## src/rtl/fetch_stage.sv

```systemverilog
// fetch_stage: instruction-fetch stage with PC register and IF/ID pipeline
// register.
//
// Ports:
//   clk, rst          clock; asynchronous active-high reset
//   stall             hold PC and IF/ID (redirects and flush are ignored)
//   flush             load a bubble into IF/ID
//   PCSrc/adderResult branch taken / branch target
//   jump/jaddress     j or jal / jump target
//   jr/jrTarget       jr / register target
//   imem_addr         instruction-memory word address (equals PC)
//   imem_data         instruction word, combinational read of imem_addr
//   instruction_ID    registered instruction presented to decode
//   PCPlus1_ID        registered PC+1 of that instruction
//   valid_ID          1 when instruction_ID is a real fetched instruction
//
// Optional build macro FETCH_PERF_CNT_EN adds the saturating 16-bit
// performance counters fetch_count and stall_count.
module fetch_stage #(
  parameter int DATA_W = 32
) (
  input  logic              clk,
  input  logic              rst,
  input  logic              stall,
  input  logic              flush,
  input  logic              PCSrc,
  input  logic [9:0]        adderResult,
  input  logic              jump,
  input  logic [9:0]        jaddress,
  input  logic              jr,
  input  logic [9:0]        jrTarget,
  output logic [9:0]        imem_addr,
  input  logic [DATA_W-1:0] imem_data,
  output logic [DATA_W-1:0] instruction_ID,
  output logic [9:0]        PCPlus1_ID,
  output logic              valid_ID
`ifdef FETCH_PERF_CNT_EN
  ,
  output logic [15:0]       fetch_count,
  output logic [15:0]       stall_count
`endif
);

  localparam int PC_W = 10;

  // PC+1 wraps from 1023 to 0; the carry out is dropped on purpose.
  function automatic logic [PC_W-1:0] pc_inc(input logic [PC_W-1:0] pc);
    return pc + {{(PC_W-1){1'b0}}, 1'b1};
  endfunction

  function automatic logic [15:0] sat_inc16(input logic [15:0] cnt);
    return (cnt == 16'hFFFF) ? cnt : cnt + 16'd1;
  endfunction

  logic [PC_W-1:0]   pc_p0;
  logic [PC_W-1:0]   pc_plus1_p0;
  logic [PC_W-1:0]   pc_nxt_p0;
  logic              redirect_p0;
  logic              bubble_p0;

  logic [DATA_W-1:0] instr_p1;
  logic [PC_W-1:0]   pc_plus1_p1;
  logic              vld_p1;

  // ---- Stage p0: PC and next-PC selection ----
  assign imem_addr   = pc_p0;
  assign pc_plus1_p0 = pc_inc(pc_p0);
  assign redirect_p0 = !stall && (jr || jump || PCSrc);
  // The wrong-path word fetched alongside a redirect is squashed here.
  assign bubble_p0   = redirect_p0 || flush;

  always_comb begin
    pc_nxt_p0 = pc_plus1_p0;
    if (stall)      pc_nxt_p0 = pc_p0;
    else if (jr)    pc_nxt_p0 = jrTarget;
    else if (jump)  pc_nxt_p0 = jaddress;
    else if (PCSrc) pc_nxt_p0 = adderResult;
  end

  always_ff @(posedge clk or posedge rst) begin
    if (rst) begin
      pc_p0 <= '0;
    end else begin
      pc_p0 <= pc_nxt_p0;
    end
  end

  // ---- Stage p1: IF/ID register ----
  always_ff @(posedge clk or posedge rst) begin
    if (rst) begin
      instr_p1    <= '0;
      pc_plus1_p1 <= '0;
      vld_p1      <= 1'b0;
    end else if (!stall) begin
      if (bubble_p0) begin
        instr_p1    <= '0;
        pc_plus1_p1 <= '0;
        vld_p1      <= 1'b0;
      end else begin
        instr_p1    <= imem_data;
        pc_plus1_p1 <= pc_plus1_p0;
        vld_p1      <= 1'b1;
      end
    end
  end

  assign instruction_ID = instr_p1;
  assign PCPlus1_ID     = pc_plus1_p1;
  assign valid_ID       = vld_p1;

`ifdef FETCH_PERF_CNT_EN
  logic [15:0] fetch_cnt_q;
  logic [15:0] stall_cnt_q;

  always_ff @(posedge clk or posedge rst) begin
    if (rst) begin
      fetch_cnt_q <= '0;
      stall_cnt_q <= '0;
    end else begin
      if (!stall && !bubble_p0) fetch_cnt_q <= sat_inc16(fetch_cnt_q);
      if (stall)                stall_cnt_q <= sat_inc16(stall_cnt_q);
    end
  end

  assign fetch_count = fetch_cnt_q;
  assign stall_count = stall_cnt_q;
`endif

endmodule

```

## config.mk

```make
export PLATFORM = sky130hd
export DESIGN_NAME = fetch_stage
export DESIGN_NICKNAME = d
export VERILOG_FILES = /design/src/rtl/fetch_stage.sv
export SDC_FILE = /design/constraint.sdc
export NUM_CORES = 1
export LEC_CHECK = 0
export CORE_MARGIN = 2
export CORE_UTILIZATION = 39
export CTS_CLUSTER_DIAMETER = 60
export DETAILED_ROUTE_END_ITERATION = 10
export MAX_ROUTING_LAYER = met4
export PLACE_DENSITY = 0.85
export RECOVER_POWER = 100
export SLEW_MARGIN = 20
export SYNTH_ARGS = -nofsm -noshare
export SYNTH_HDL_FRONTEND = slang
export SYNTH_SLANG_ARGS = --single-unit
```

## constraint.sdc

```tcl
create_clock -name clk -period 2.2 [get_ports clk]
set_input_delay 0.44 -clock clk [delete_from_list [all_inputs] [get_ports clk]]
set_output_delay 0.44 -clock clk [all_outputs]
set_load 0.01 [all_outputs]
```

==> impl_metrics.prom, run 1 <==
# TYPE chip_impl_metric gauge
chip_impl_metric{name="rows",unit=""} 28
chip_impl_info{name="run_status",value="finished, final reports clean"} 1
chip_impl_metric{name="fin_hold_ws",unit="ns"} 0.479
chip_impl_metric{name="number_of_global_route_vias_before_repair",unit=""} 2154
chip_impl_info{name="critPathSlowestCell",value="sky130_fd_sc_hd__dlygate4sd3_1"} 1
chip_impl_metric{name="syn_area",unit="um2"} 2360
chip_impl_metric{name="initial_utilization",unit=""} 0.401
chip_impl_metric{name="power.share.combinational",unit=""} 0.194
chip_impl_info{name="yosys.cell_count.top_type",value="sky130_fd_sc_hd__dfrtp_1"} 1
chip_impl_metric{name="critical_path_buf_inv_count",unit=""} 2
chip_impl_info{name="cts_tree",value="yes"} 1
chip_impl_metric{name="fillerInstances",unit=""} 486
chip_impl_metric{name="hold_viol_final",unit=""} 0
chip_impl_metric{name="postCtsHoldBufs",unit=""} 0
chip_impl_metric{name="grt_max_degree",unit=""} 54
chip_impl_metric{name="drcViolationCount",unit=""} 0
chip_impl_metric{name="floorplan.die.height",unit="um"} 81.8
chip_impl_info{name="min_path_type",value="flip-flop to flip-flop"} 1
chip_impl_metric{name="routedWlPerCell",unit="um"} 15.6
chip_impl_metric{name="power.leakage",unit="nW"} 1.75
chip_impl_metric{name="numCtsBuffers",unit=""} 5
chip_impl_metric{name="setup-tns-final",unit="ns"} 0
chip_impl_metric{name="timing.max_cap.violations",unit=""} 0
chip_impl_metric{name="postSynthCellCount",unit=""} 211
chip_impl_metric{name="dp_area",unit="um2"} 3680
chip_impl_metric{name="die_w",unit="um"} 81.8
chip_impl_metric{name="crit_fanout",unit=""} 17
chip_impl_metric{name="final.setup_skew",unit="ns"} 0.00295
chip_impl_metric{name="clockBufferDepth",unit=""} 2
chip_impl_metric{name="pwr-share-clk",unit=""} 0.305
chip_impl_metric{name="seq_area_frac_synth",unit=""} 0.561
chip_impl_metric{name="floorplan.die_area",unit="um2"} 6700
chip_impl_info{name="critical-path-top-delay-family",value="buffers and inverters"} 1
chip_impl_metric{name="grt_use_total",unit=""} 0.199
chip_impl_info{name="netlist.top_cell.by_area",value="sky130_fd_sc_hd__dfrtp_1"} 1
chip_impl_metric{name="vias_per_cell",unit=""} 5.44
chip_impl_metric{name="pin_count",unit=""} 122
chip_impl_metric{name="htree_levels",unit=""} 2
chip_impl_info{name="rsz0062_at_grt",value="no"} 1
chip_impl_metric{name="postRouteWirelength",unit="mm"} 6.39
chip_impl_metric{name="count_of_routing_violations_after_the_opening_detailed_route_iteration",unit=""} 86
chip_impl_metric{name="fin_util",unit=""} 0.640
chip_impl_metric{name="number_of_flops_mapped_to_enable_cells_by_yosys",unit=""} 0
chip_impl_metric{name="layout_worst_path_cycle_share",unit=""} 0.892
chip_impl_metric{name="cell_internal_pwr",unit="W"} 0.00159
chip_impl_info{name="worst-setup-path-type",value="primary input to flip-flop"} 1
chip_impl_metric{name="synth_top_cell_area_share",unit=""} 0.561
chip_impl_metric{name="clk_latency",unit="ns"} 0.30
chip_impl_metric{name="syn_to_final_growth",unit="%"} 59.4
chip_impl_metric{name="grt.overflow.total",unit=""} 0
chip_impl_metric{name="vias",unit=""} 2218
chip_impl_metric{name="fp.coreArea",unit="um2"} 5890
chip_impl_metric{name="antenna_cells_inserted",unit=""} 0
chip_impl_metric{name="worst-endpoint-required",unit="ns"} 2.44
chip_impl_metric{name="worst_setup_hold_path_clk_slew",unit="ns"} 0.09
chip_impl_metric{name="asyncSetResetFlopFracSynth",unit=""} 1.00
chip_impl_metric{name="total_count_of_max_transition_violations_in_the_final_report",unit=""} 0
chip_impl_metric{name="postCtsResizedCells",unit=""} 0
chip_impl_metric{name="drtPass1Iterations",unit=""} 4
chip_impl_metric{name="avgSynthCellArea",unit="um2"} 11.2
chip_impl_info{name="end_kind",value="flip-flop"} 1
chip_impl_metric{name="final_area",unit="um2"} 3760
chip_impl_metric{name="initial_antenna_violation_count",unit=""} 0
chip_impl_metric{name="fin_crit",unit="ns"} 1.96
chip_impl_metric{name="power_frac_seq",unit=""} 0.500
chip_impl_metric{name="finish.net_count",unit=""} 402
chip_impl_metric{name="timing.max_slew.rel_slack",unit=""} 0.156
chip_impl_metric{name="global_route_wire_length_before_repair",unit="mm"} 10.1
chip_impl_metric{name="switching_share",unit=""} 0.252
chip_impl_metric{name="clkSinkCount",unit=""} 53
chip_impl_info{name="critPathLaunchType",value="primary input"} 1
chip_impl_metric{name="largest_incremental_delay_on_the_critical_path",unit="ns"} 0.56
chip_impl_metric{name="post_route_cells_drive_above_1_share",unit=""} 0.0601
chip_impl_metric{name="postCtsSetupBuffers",unit=""} 0
chip_impl_metric{name="post_synth_num_cell_types",unit=""} 42
chip_impl_metric{name="port_buffers",unit=""} 121
chip_impl_metric{name="post_route_antenna_net_violation_count",unit=""} 0
chip_impl_metric{name="ys_seq_elements",unit=""} 53
chip_impl_info{name="synth.cells.most_frequent",value="sky130_fd_sc_hd__dfrtp_1, sky130_fd_sc_hd__a22o_1, sky130_fd_sc_hd__nand2_1"} 1
chip_impl_metric{name="dpl.cell_count",unit=""} 400
chip_impl_info{name="dominantRegCellSynth",value="sky130_fd_sc_hd__dfrtp_1"} 1
chip_impl_info{name="cts.root.buffer_cell",value="sky130_fd_sc_hd__clkbuf_8"} 1
chip_impl_metric{name="dp.final_hpwl",unit="mm"} 4.88
chip_impl_metric{name="worst-endpoint-arrival",unit="ns"} 2.20
chip_impl_metric{name="report.final.setup_viol",unit=""} 0
chip_impl_metric{name="place.gp.congestion",unit=""} 0.853
chip_impl_info{name="crit_path_cell_trace",value="dlygate4sd3_1 -> or2_0 -> nor4_4 -> clkbuf_2 -> a22o_1"} 1
chip_impl_metric{name="final-instance-count-excl-fill",unit=""} 408
chip_impl_info{name="synth.top_cells.by_area",value="sky130_fd_sc_hd__dfrtp_1, sky130_fd_sc_hd__a22o_1, sky130_fd_sc_hd__nand2_1, sky130_fd_sc_hd__o21ai_0, sky130_fd_sc_hd__a21oi_1"} 1
chip_impl_metric{name="power.ir.vdd_worst",unit="V"} 0.000269
chip_impl_metric{name="max_freq",unit="MHz"} 510
chip_impl_metric{name="synth.yosys.warnings",unit=""} 0
chip_impl_metric{name="tightest_slew",unit="ns"} 1.27
chip_impl_metric{name="synth.net_count",unit=""} 281
chip_impl_metric{name="cellPowerDensity",unit="nW/um2"} 566
chip_impl_metric{name="power.switching",unit="W"} 0.000538
-- worst paths after layout --
check                                   start                 end  slack [ns]  cells past startpoint
worst max-delay path                    PCSrc  instruction_ID[12]        0.24                      5
worst min-delay path            PCPlus1_ID[9]       PCPlus1_ID[9]        0.48                      2
worst max register to register   imem_addr[0]        imem_addr[6]        0.34                      5
worst min register to register  PCPlus1_ID[9]       PCPlus1_ID[9]        0.48                      2
max in group asynchronous                 rst        imem_addr[8]        0.44                      3
min in group asynchronous                 rst  instruction_ID[31]        1.00                      3
-- cell type report --
type	instances	area, um2	share of cell area
Timing Repair Buffer	128	1270	0.336
Clock buffer	6	72.6	0.0193
Multi-Input combinational cell	138	945	0.251
Inverter	6	22.5	0.00598
Clock inverter	2	38.8	0.0103
Sequential cell	53	1330	0.352
Tap cell	75	93.8	0.0249
-- cell usage in the layout, fill, tap and decap left out, types with 3 or more instances in the layout --
cell / synthesis / final
sky130_fd_sc_hd__clkdlybuf4s50_1: 0 / 64
sky130_fd_sc_hd__nand2b_1: 5 / 5
sky130_fd_sc_hd__nor2_1: 4 / 4
sky130_fd_sc_hd__inv_1: 6 / 5
sky130_fd_sc_hd__buf_4: 1 / 4
sky130_fd_sc_hd__a21oi_1: 8 / 8
sky130_fd_sc_hd__clkbuf_8: 0 / 5
sky130_fd_sc_hd__dfrtp_1: 53 / 53
sky130_fd_sc_hd__nand4_1: 3 / 3
sky130_fd_sc_hd__nand2_1: 24 / 24
sky130_fd_sc_hd__a22o_1: 36 / 36
sky130_fd_sc_hd__o21ai_0: 11 / 11
sky130_fd_sc_hd__nand3_1: 3 / 4
sky130_fd_sc_hd__mux2i_1: 3 / 3
sky130_fd_sc_hd__dlygate4sd3_1: 0 / 56
sky130_fd_sc_hd__o22ai_1: 5 / 5
sky130_fd_sc_hd__xnor2_1: 4 / 4
-- cell families (layout without fill, tap and decap cells) --
kind of cell	Yosys count	after routing	share of synthesized area
AOI/OAI and AO/OA	76	76	0.246
DFF	53	53	0.561
and+or+nand+nor	51	51	0.110
buffers and inverters	20	142	0.0381
xor gates and xnor gates	6	6	0.0222
muxes	4	4	0.0175
adders and majority gates	1	1	0.00530
-- registers in the layout, summed over array words and instances (netlist names) --
signal          cells
PCPlus1_ID         10
imem_addr          10
instruction_ID     32
valid_ID            1
-- per-layer routing --
metal | GRT usage | routed length, um | vias up
li1 | - | - | 1030
met5 | - | 0 | -
met1 | 0.256 | 2710 | 1074
met2 | 0.315 | 3080 | 105
met4 | 0.0550 | 72 | 0
met3 | 0.0473 | 524 | 9
-- worst register-to-register path: cells and delay by family (launching register included) --
family,cells,cell delay [ns]
compound gates,3,0.78
flops,1,0.47
fa+ha+maj,1,0.26
simple gates,1,0.23
-- through the flow --
stage               setup slack [ns]  power, W
floorplan                      0.474   0.00126
global placement               0.258   0.00152
detailed placement             0.180   0.00153
CTS                            0.310   0.00218
global route                   0.146   0.00224
finish                         0.238   0.00213
-- power by group through the flow --
| stage | registers (W) | clock network (W) | logic (W) |
|---|---|---|---|
| 4_1_cts | 0.00107 | 0.000674 | 0.000440 |
| 3_3_place_gp | 0.00109 | 0 | 0.000432 |
| 6_report | 0.00107 | 0.000651 | 0.000414 |
| 5_1_grt | 0.00107 | 0.000712 | 0.000452 |
| 2_1_floorplan | 0.00110 | 0 | 0.000159 |
| 3_5_place_dp | 0.00109 | 0 | 0.000437 |
No activity file was read; power rests on OpenSTA's default activity.
==> run 2, diff against run 1 <==
- PLACE_DENSITY: 0.85 -> 0.79
==> run 2 against run 1 <==
Count of clock-buffer cells in the layout fell by 1. Cell area fell by 0.86%. Register-to-register slack improved by 0.08 ns. Setup slack improved by 0.015 ns. Non-clock buffer count did not move. Fmax rose by 0.78%.
==> impl_metrics.prom, run 2 (same netlist as run 1, synthesis figures left out) <==
# TYPE chip_impl_metric gauge
chip_impl_info{name="run_status",value="finished, final reports clean"} 1
chip_impl_metric{name="antenna_cells_inserted",unit=""} 0
chip_impl_metric{name="cellPowerDensity",unit="nW/um2"} 546
chip_impl_metric{name="vias",unit=""} 2191
chip_impl_metric{name="postCtsSetupBuffers",unit=""} 0
chip_impl_info{name="critical_path.reg2reg.startpoint",value="imem_addr[0]"} 1
chip_impl_metric{name="global_route_wire_length_before_repair",unit="mm"} 10.3
chip_impl_info{name="critPathLaunch",value="jump"} 1
chip_impl_metric{name="r2r.worst_path.cells",unit=""} 5
chip_impl_metric{name="fp.coreArea",unit="um2"} 5890
chip_impl_info{name="worst_setup_path_endpoint",value="PCPlus1_ID[9]"} 1
chip_impl_metric{name="postCtsHoldBufs",unit=""} 0
chip_impl_metric{name="pwr-share-clk",unit=""} 0.274
chip_impl_info{name="crit_path_cell_trace",value="dlygate4sd3_1 -> or2_0 -> nor4_4 -> buf_4 -> o21ai_0 -> nand2_1"} 1
chip_impl_metric{name="hold-path-cell-count",unit=""} 3
chip_impl_metric{name="final.setup_skew",unit="ns"} 0.00763
chip_impl_info{name="min-delay-start",value="stall"} 1
chip_impl_metric{name="place.gp.congestion",unit=""} 0.908
chip_impl_metric{name="fin_crit",unit="ns"} 1.95
chip_impl_info{name="crit-reg2reg-capture",value="imem_addr[6]"} 1
chip_impl_metric{name="power.switching",unit="W"} 0.000560
chip_impl_metric{name="number_of_flip_flops_in_the_largest_register",unit=""} 32
chip_impl_metric{name="power.ir.vdd_worst",unit="V"} 0.000323
chip_impl_metric{name="clockBufferDepth",unit=""} 2
chip_impl_metric{name="fin_util",unit=""} 0.634
chip_impl_metric{name="power.leakage",unit="nW"} 1.74
chip_impl_metric{name="postRouteWirelength",unit="mm"} 6.58
chip_impl_info{name="end_kind",value="flip-flop"} 1
chip_impl_metric{name="clk_latency",unit="ns"} 0.30
chip_impl_metric{name="setup-tns-final",unit="ns"} 0
chip_impl_metric{name="syn_to_final_growth",unit="%"} 58.0
chip_impl_metric{name="routedWlPerCell",unit="um"} 16.1
chip_impl_metric{name="initial_utilization",unit=""} 0.401
chip_impl_metric{name="layout_worst_path_cycle_share",unit=""} 0.885
chip_impl_metric{name="grt_max_degree",unit=""} 54
chip_impl_info{name="cts.root.buffer_cell",value="sky130_fd_sc_hd__clkbuf_8"} 1
chip_impl_metric{name="vias_per_cell",unit=""} 5.37
chip_impl_info{name="rsz0062_at_grt",value="no"} 1
chip_impl_metric{name="post_route_cells_drive_above_1_share",unit=""} 0.0631
chip_impl_metric{name="power.share.combinational",unit=""} 0.202
chip_impl_metric{name="worst-endpoint-arrival",unit="ns"} 2.20
chip_impl_metric{name="drtPass1Iterations",unit=""} 4
chip_impl_metric{name="grt_use_total",unit=""} 0.205
chip_impl_metric{name="floorplan.die_area",unit="um2"} 6700
chip_impl_metric{name="total_count_of_max_transition_violations_in_the_final_report",unit=""} 0
chip_impl_metric{name="finish.net_count",unit=""} 402
chip_impl_metric{name="report.final.setup_viol",unit=""} 0
chip_impl_info{name="worst-setup-path-type",value="primary input to flip-flop"} 1
chip_impl_metric{name="postCtsResizedCells",unit=""} 0
chip_impl_metric{name="crit_fanout",unit=""} 25
chip_impl_metric{name="grt.overflow.total",unit=""} 0
chip_impl_metric{name="timing.max_cap.violations",unit=""} 0
chip_impl_metric{name="worst_setup_hold_path_clk_slew",unit="ns"} 0.10
chip_impl_metric{name="fillerInstances",unit=""} 504
chip_impl_metric{name="floorplan.die.height",unit="um"} 81.8
chip_impl_metric{name="die_w",unit="um"} 81.8
chip_impl_metric{name="hold_viol_final",unit=""} 0
chip_impl_metric{name="number_of_global_route_vias_before_repair",unit=""} 2174
chip_impl_info{name="final_common_cell",value="sky130_fd_sc_hd__clkdlybuf4s50_1"} 1
chip_impl_metric{name="dp.final_hpwl",unit="mm"} 4.76
chip_impl_metric{name="switching_share",unit=""} 0.275
chip_impl_metric{name="tightest_slew",unit="ns"} 1.26
chip_impl_info{name="min_path_type",value="primary input to flip-flop"} 1
chip_impl_metric{name="post_route_antenna_net_violation_count",unit=""} 0
chip_impl_info{name="cts_tree",value="yes"} 1
chip_impl_metric{name="cell_internal_pwr",unit="W"} 0.00148
chip_impl_metric{name="drcViolationCount",unit=""} 0
chip_impl_metric{name="rows",unit=""} 28
chip_impl_metric{name="numCtsBuffers",unit=""} 5
chip_impl_metric{name="worst-endpoint-required",unit="ns"} 2.45
chip_impl_metric{name="pin_count",unit=""} 122
chip_impl_metric{name="count_of_routing_violations_after_the_opening_detailed_route_iteration",unit=""} 112
chip_impl_metric{name="seqCellArea",unit="um2"} 1330
chip_impl_metric{name="multi_input_area",unit="um2"} 950
chip_impl_metric{name="htree_levels",unit=""} 2
chip_impl_info{name="critPathLaunchType",value="primary input"} 1
chip_impl_metric{name="power_frac_seq",unit=""} 0.524
chip_impl_metric{name="port_buffers",unit=""} 121
chip_impl_metric{name="timing.max_slew.rel_slack",unit=""} 0.160
chip_impl_metric{name="initial_antenna_violation_count",unit=""} 0
chip_impl_metric{name="regToRegSetupSlack",unit="ns"} 0.42
chip_impl_info{name="mostFrequentLayoutCells",value="sky130_fd_sc_hd__clkdlybuf4s50_1, sky130_fd_sc_hd__dlygate4sd3_1, sky130_fd_sc_hd__dfrtp_1"} 1
chip_impl_metric{name="clkSinkCount",unit=""} 53
chip_impl_info{name="critPathSlowestCell",value="sky130_fd_sc_hd__dlygate4sd3_1"} 1
chip_impl_metric{name="largest_incremental_delay_on_the_critical_path",unit="ns"} 0.55
chip_impl_metric{name="max_freq",unit="MHz"} 514
-- run 2: layer usage --
layer	vias to the layer above	part of all wire	track usage
met5	-	0	-
met4	0	0.0058	0.0400
met2	102	0.48	0.326
met3	4	0.076	0.0462
li1	1032	-	-
met1	1053	0.43	0.272
-- run 2: power groups by stage --
stage               clock network [W]  logic, W  registers [W]
floorplan                           0  0.000159        0.00110
global placement                    0  0.000431        0.00109
detailed placement                  0  0.000437        0.00109
CTS                          0.000571  0.000439        0.00107
global route                 0.000612  0.000451        0.00108
finish                       0.000558  0.000412        0.00107
-- run 2: cell type report --
cell class / instances / area share
clock inverter: 3 / 0.00570
multi-input combinational: 138 / 0.254
tap: 75 / 0.0251
inverter: 6 / 0.00603
sequential: 53 / 0.355
timing repair buffer: 128 / 0.335
clock buffer: 5 / 0.0184
-- run 2: how the worst min path moves through the flow --
stage | endpoint | slack [ns]
3_5_place_dp | PCPlus1_ID[7] | 0.47
2_1_floorplan | PCPlus1_ID[6] | 0.52
4_1_cts | PCPlus1_ID[9] | 0.46
6_report | PCPlus1_ID[9] | 0.46
5_1_grt | PCPlus1_ID[9] | 0.49
3_3_place_gp | PCPlus1_ID[7] | 0.46
-- run 2: stage by stage --
stage	power, W	setup slack (ns)	std cells	hold slack [ns]	area [um2]
3_3_place_gp	0.00152	0.204	400	0.464	3670
2_1_floorplan	0.00126	0.474	211	0.516	2360
4_1_cts	0.00208	0.363	408	0.464	3760
6_report	0.00204	0.253	408	0.464	3730
3_5_place_dp	0.00152	0.135	400	0.472	3670
5_1_grt	0.00214	0.133	408	0.489	3730
-- run 2: critical path, delay by kind of cell --
| kind | cells | cell delay [ns] |
|---|---|---|
| AOI/OAI and AO/OA | 1 | 0.15 |
| and+or+nand+nor | 3 | 0.71 |
| buffers and inverters | 2 | 0.89 |
